## src/rtl/tdm_pkg.sv

```systemverilog
// Shared TDM definitions used by the demultiplexer and the matching serializer.
// ST_PARITY exists only when TDM_PARITY_EN is defined.
package tdm_pkg;

  localparam int SLOT_COUNT  = 4;
  localparam int SLOT_ADDR_W = 2;

  typedef enum logic [1:0] {
    ST_IDLE = 2'd0,
    ST_RECV = 2'd1
`ifdef TDM_PARITY_EN
    ,
    ST_PARITY = 2'd2
`endif
  } tdm_state_e;

endpackage

```

## src/rtl/tdm_slot_decoder.sv

```systemverilog
// 2-to-4 one-hot decoder selecting which shadow slot takes the incoming bit.
module tdm_slot_decoder
  import tdm_pkg::*;
(
  input  logic                   en_i,
  input  logic [SLOT_ADDR_W-1:0] slot_i,
  output logic [SLOT_COUNT-1:0]  onehot_o
);

  generate
    for (genvar gi = 0; gi < SLOT_COUNT; gi++) begin : g_dec
      assign onehot_o[gi] = en_i && (slot_i == SLOT_ADDR_W'(gi));
    end
  endgenerate

endmodule

```

## src/rtl/tdm_demultiplexer.sv

```systemverilog
// Serial TDM stream (MSB-first) into four registered WIDTH-bit slot payloads.
// Define TDM_PARITY_EN to add an even-parity trailer bit checked before loading.
module tdm_demultiplexer
  import tdm_pkg::*;
#(
  parameter int WIDTH = 1
) (
  input  logic             clk,
  input  logic             reset,
  input  logic             frame_start,
  input  logic             serial_in,
  output logic [WIDTH-1:0] out0,
  output logic [WIDTH-1:0] out1,
  output logic [WIDTH-1:0] out2,
  output logic [WIDTH-1:0] out3,
  output logic             address0,
  output logic             address1,
  output logic             frame_valid,
  output logic             frame_abort,
  output logic             parity_error
);

  localparam int BIT_W = (WIDTH > 1) ? $clog2(WIDTH) : 1;
  localparam logic [BIT_W-1:0]       LAST_BIT  = BIT_W'(WIDTH - 1);
  localparam logic [SLOT_ADDR_W-1:0] LAST_SLOT = SLOT_ADDR_W'(SLOT_COUNT - 1);

  tdm_state_e             state_q, state_d;
  logic [BIT_W-1:0]       bit_cnt_q, bit_cnt_d, cur_bit;
  logic [SLOT_ADDR_W-1:0] slot_q, slot_d, cur_slot;
  logic [WIDTH-1:0]       shadow_q [SLOT_COUNT];
  logic [WIDTH-1:0]       shadow_d [SLOT_COUNT];
  logic [WIDTH-1:0]       out_q    [SLOT_COUNT];
  logic [SLOT_COUNT-1:0]  slot_en;
  logic                   frame_valid_q, frame_abort_q;
  logic                   final_bit, start, sample, abort, load;
`ifdef TDM_PARITY_EN
  logic                   par_q, par_d, par_ok, parity_fail, parity_error_q;
`endif

  assign final_bit = (slot_q == LAST_SLOT) && (bit_cnt_q == LAST_BIT);

  always_ff @(posedge clk) begin
    if (reset) state_q <= ST_IDLE;
    else       state_q <= state_d;
  end

  always_comb begin
    state_d = state_q;
    case (state_q)
      ST_IDLE: if (frame_start) state_d = ST_RECV;
`ifdef TDM_PARITY_EN
      ST_RECV:   if (final_bit) state_d = ST_PARITY;
      ST_PARITY: state_d = ST_IDLE;
`else
      ST_RECV:   if (final_bit) state_d = ST_IDLE;
`endif
      default: state_d = ST_IDLE;
    endcase
  end

  // frame_start on the final data bit is plain data, never an abort
  always_comb begin
    start  = 1'b0;
    sample = 1'b0;
    abort  = 1'b0;
    load   = 1'b0;
`ifdef TDM_PARITY_EN
    parity_fail = 1'b0;
`endif
    case (state_q)
      ST_IDLE: begin
        start  = frame_start;
        sample = frame_start;
      end
      ST_RECV: begin
        sample = 1'b1;
        start  = frame_start && !final_bit;
        abort  = frame_start && !final_bit;
`ifndef TDM_PARITY_EN
        load   = final_bit;
`endif
      end
`ifdef TDM_PARITY_EN
      ST_PARITY: begin
        load        = par_ok;
        parity_fail = !par_ok;
      end
`endif
      default: ;
    endcase
  end

  // A (re)start samples the current bit as slot 0, bit 0 of the new frame
  always_comb begin
    cur_slot  = start ? '0 : slot_q;
    cur_bit   = start ? '0 : bit_cnt_q;
    slot_d    = '0;
    bit_cnt_d = '0;
    if (sample) begin
      if (cur_bit == LAST_BIT) begin
        slot_d = cur_slot + SLOT_ADDR_W'(1);
      end else begin
        slot_d    = cur_slot;
        bit_cnt_d = cur_bit + BIT_W'(1);
      end
    end
  end

  tdm_slot_decoder u_slot_decoder (
    .en_i     (sample),
    .slot_i   (cur_slot),
    .onehot_o (slot_en)
  );

  generate
    for (genvar gi = 0; gi < SLOT_COUNT; gi++) begin : g_shadow
      assign shadow_d[gi] = slot_en[gi] ? ((shadow_q[gi] << 1) | WIDTH'(serial_in))
                                        : shadow_q[gi];
    end
  endgenerate

`ifdef TDM_PARITY_EN
  assign par_ok = ~(par_q ^ serial_in);
  assign par_d  = start ? serial_in : (sample ? (par_q ^ serial_in) : par_q);
`endif

  always_ff @(posedge clk) begin
    if (reset) begin
      bit_cnt_q     <= '0;
      slot_q        <= '0;
      frame_valid_q <= 1'b0;
      frame_abort_q <= 1'b0;
      for (int i = 0; i < SLOT_COUNT; i++) begin
        shadow_q[i] <= '0;
        out_q[i]    <= '0;
      end
`ifdef TDM_PARITY_EN
      par_q          <= 1'b0;
      parity_error_q <= 1'b0;
`endif
    end else begin
      bit_cnt_q     <= bit_cnt_d;
      slot_q        <= slot_d;
      frame_valid_q <= load;
      frame_abort_q <= abort;
      for (int i = 0; i < SLOT_COUNT; i++) begin
        shadow_q[i] <= shadow_d[i];
        if (load) out_q[i] <= shadow_d[i];
      end
`ifdef TDM_PARITY_EN
      par_q          <= par_d;
      parity_error_q <= parity_fail;
`endif
    end
  end

  assign out0        = out_q[0];
  assign out1        = out_q[1];
  assign out2        = out_q[2];
  assign out3        = out_q[3];
  assign address0    = slot_q[0];
  assign address1    = slot_q[1];
  assign frame_valid = frame_valid_q;
  assign frame_abort = frame_abort_q;
`ifdef TDM_PARITY_EN
  assign parity_error = parity_error_q;
`else
  assign parity_error = 1'b0;
`endif

endmodule

```

## config.mk

```make
export PLATFORM = sky130hd
export DESIGN_NAME = tdm_demultiplexer
export DESIGN_NICKNAME = d
export VERILOG_FILES = /design/src/rtl/tdm_pkg.sv /design/src/rtl/tdm_slot_decoder.sv /design/src/rtl/tdm_demultiplexer.sv
export SDC_FILE = /design/constraint.sdc
export NUM_CORES = 1
export LEC_CHECK = 0
export ABC_AREA = 1
export CAP_MARGIN = 15
export CORE_MARGIN = 5
export CORE_UTILIZATION = 41
export DETAILED_ROUTE_END_ITERATION = 12
export PLACE_DENSITY = 0.78
export SETUP_SLACK_MARGIN = 0.05
export SYNTH_ARGS = -nofsm -noshare
export SYNTH_HDL_FRONTEND = slang
export SYNTH_HIERARCHICAL = 1
export SYNTH_SLANG_ARGS = --single-unit
export TNS_END_PERCENT = 5
```

## constraint.sdc

```tcl
create_clock -name clk -period 1.6 [get_ports clk]
set_clock_uncertainty 0.2 [all_clocks]
set_input_delay 0.48 -clock clk [delete_from_list [all_inputs] [get_ports clk]]
set_output_delay 0.48 -clock clk [all_outputs]
set_load 0.03 [all_outputs]
```

# Word-level counts from Yosys, hierarchy flattened
# Memory sizes are Yosys's and may differ from the RTL's.
# Index checks and enable logic that the tools add are counted.
# classes
add_sub_neg	2
muxes	27
bitwise_logic	12
n_reduce_logical	13
eq_ne	7
# ops
op	n
$mux 1	20
$mux 2	4
$or 1x1->1	8
$eq 2x2->1 const B	3
$logic_and 1x1->1	6
$eq 2x1->1 const B	2
$logic_not 2->1	2
$ne 2x2->1 const B	2
$not 1->1	4
$pmux 1 s2	2
$pmux 2 s2	1
$reduce_or 2->1	2
$reduce_or 3->1	1
$add 2x1->2 const B	1
$reduce_and 2->1	1
$add 1x1->1 const B	1
$logic_not 1->1	1
# totals
mem_bits_rw	8
out_inout_bits	9
reg_bits	7
memories	2
elab_cells	68
# mem_list
name	words	width	read_ports	rd_ports_with_merged_regs	wr	line_no	text
out_q	4	1	4	0	4	tdm_demultiplexer.sv:32	logic [WIDTH-1:0] out_q [SLOT_COUNT];
shadow_q	4	1	4	0	4	tdm_demultiplexer.sv:30	logic [WIDTH-1:0] shadow_q [SLOT_COUNT];

# Longest topological paths before layout
# depth
word_depth	10
depth_mapped	10

# Modules after synthesis
# Netlist, hierarchy kept.
# by_module_without_submodules
module	cells_each	area_each_um2	n_inst
tdm_demultiplexer	59	526.8	1
tdm_slot_decoder	8	30.0	1

# Worst setup path before layout
# Ideal clock, no wire load.
# synth_timing
path_kind	flip-flop to flip-flop
start	register slot_q[0]
end	memory out_q[1] (data pin)
slack_ns	-0.304
arrival_time_ns	1.446
stages_incl_launch_ff	7
setup_time_ns	0.258
period_less_slack_ns	1.904
n_path_buf	0
path_cell_list	dfxtp_1 -> nand4_2 -> a21boi_0 -> nand2_1 -> nor2_1 -> mux2i_1 -> nor2_1
# synth_lines
element	line_no	text
start, declared	tdm_demultiplexer.sv:29	logic [SLOT_ADDR_W-1:0] slot_q, slot_d, cur_slot;
start signal, assigned	tdm_demultiplexer.sv:143	slot_q <= slot_d;
end, declared	tdm_demultiplexer.sv:32	

==> results_dict.tcl <==
set metrics [dict create \
    synth_edf_count 4 \
    finalCritPeriodShare 1.05 \
    place.gp.congestion 0.715 \
    htreeDepth 1 \
    cts_buffer_depth 2 \
    setup_violations 5 \
    ys_seq_area_frac 0.575 \
    fmax_mhz 593 \
    ys.flop_type "dfxtp_1" \
    overflow 0 \
    nets 104 \
    cts_tree "yes" \
    power_density_nw_per_um2 805 \
    yosysMostFrequentCell "nor2_1" \
    yosys.area.top_type_share 0.360 \
    wl_per_cell_um 11.2 \
    synthTopCellsByCount "19 x nor2_1, 12 x nand2_1, 10 x dfxtp_1, 9 x inv_1, 4 x edfxtp_1" \
    fin_crit_ns 1.69 \
    grt_pass1_wl_um 2040 \
    ys_top_cells_by_area "dfxtp_1 36%, edfxtp_1 22%, nor2_1 13%" \
    n_fill_cell 87 \
    cts.root.buffer_cell "clkbuf_4" \
    synth_cells 67 \
    clk_pin_slew_ns 0.08 \
    die_area_um2 2190 \
    core_area_um2 1280 \
    clock-sinks 14 \
    dr_total_vias 527 \
    rsz0062_at_grt "yes" \
    async_flop_share 0 \
    hold_class "reg2reg" \
    hold-path-cell-count 2 \
    insertion_delay_ns 0.28 \
    worstSetupPathType "reg2reg" \
    max-cap-violations 0 \
    drt_first_pass_iters 3 \
    rrSetupSlack_ns -0.09 \
    synth_area_um2 557 \
    dp_hpwl_um 879 \
    cp.required_ns 1.43 \
    max-vdd-ir-drop_v 0.000409 \
    drv_slew 0 \
    groute.usage.overall 0.138 \
    drc 0 \
    critPathArrivalTime_ns 1.52 \
    wl_um 1270 \
    io_buffers 11 \
    reg2reg_depth 8 \
    cp-end-kind "flip-flop" \
    area_growth_pct 54.8 \
    yosys.area.top_type "dfxtp_1" \
    grt_max_degree 9 \
    grt_pass1_vias 498 \
    syn_avg_cell_area_um2 8.31 \
    drtIter0Drc 3 \
    io_pins 13 \
    failed_checks "negative setup slack" \
    layout-drive-gt1-share 0.434 \
    synth_seq_cells 14 \
    row_count 13 \
    status "complete, but fails checks" \
    final.setup.tns_ns -0.267 \
    path_max_fanout 4 \
    die_h_um 46.9 \
    crit_path_start_kind "flip-flop" \
    start_util 0.433 \
    die_x_um 46.9 \
    hold_ws_ns 0.328 \
    cts_inserted_buffers 3 \
    ys_types 15 \
    setup_ws_ns -0.0864 \
    yosys_warnings 6 \
    p_leak_uw 0.000407 \
    antennaDiodeCount 0 \
    grt_antenna_before_repair 0 \
    via_per_inst 4.62 \
    antenna_left 0 \
    hold_viol_final 0 \
]
-- kinds of logic after synthesis --
family	count (synthesis)	synth area share
muxes	2	0.0360
DFF	14	0.575
other	1	0.00674
buffers and inverters	11	0.0809
and+or+nand+nor	35	0.261
AOI/OAI and AO/OA	4	0.0404
-- critical path, stage by stage (launching register included) --
cell and delay [ns]:
dfxtp_4 0.37, buf_4 0.14, a21boi_2 0.16, inv_1 0.07, nand2_1 0.08, nor2_1 0.17
nand2_1 0.08, o21ai_1 0.12, nor2_1 0.06
-- layout by cell type (no fill, tap or decap), types with 3 or more instances in the layout --
| master | count |
|---|---|
| edfxtp_1 | 4 |
| inv_1 | 6 |
| inv_2 | 4 |
| nand2_2 | 3 |
| buf_4 | 21 |
| buf_6 | 4 |
| clkbuf_4 | 3 |
| nand2_1 | 10 |
| nor2_1 | 17 |
| dfxtp_1 | 6 |
-- layer usage --
layer,track usage,up-vias,part of all wire
met1,0.147,251,0.41
met2,0.233,7,0.55
met3,0.0345,2,0.027
met5,0,-,0
li1,-,267,-
met4,0.0994,0,0.018
-- timing repair --
action                     4_1_cts  5_1_grt
pin swaps                        8        2
gates resized for setup          8        4
setup endpoints to repair       10       12
hold buffers                     0        0
buffers inserted                 1        3
gates cloned                     0        0
-- report_power, final --
part / internal [uW] / total (uW) / switching (uW)
registers: 376 / 386 / 9.31
logic: 49.8 / 108 / 57.8
clock network: 90.4 / 201 / 111
total: 516 / 694 / 178
-- through the flow --
stage          power [uW]  setup slack [ns]  utilization  instance area (um^2)  cells
6_report              694           -0.0864        0.671                   862    114
5_1_grt               732            -0.215        0.671                   862    114
4_1_cts               691           -0.0739        0.647                   831    111
3_5_place_dp          489            -0.551        0.611                   785    106
3_3_place_gp          487            -0.556        0.611                   785    106
2_1_floorplan         441          -0.00797            -                   586     68
-- state kept, by name (all words and copies together), names as in the netlist --
| register | cells |
|---|---|
| shadow_q | 4 |
| frame_abort | 1 |
| frame_valid | 1 |
| slot_q | 2 |
| bit_cnt_q | 1 |
| state_q | 1 |
| out_q | 4 |
-- worst paths after layout --
path / to / start
min: frame_abort / state_q[0]
min reg2reg: frame_abort / state_q[0]
max: out_q[0] / slot_q[0]
max reg2reg: out_q[0] / slot_q[0]
-- final cells by class --
cell class / instances / area, um^2 / share of cell area
Clock buffer: 3 / 22.5 / 0.0261
Timing Repair Buffer: 28 / 231 / 0.269
Tap cell: 15 / 18.8 / 0.0218
Multi-Input combinational cell: 43 / 218 / 0.253
Clock inverter: 1 / 3.75 / 0.00435
Sequential cell: 14 / 330 / 0.383
Inverter: 10 / 37.5 / 0.0435
(Power assumes the default switching activity.)
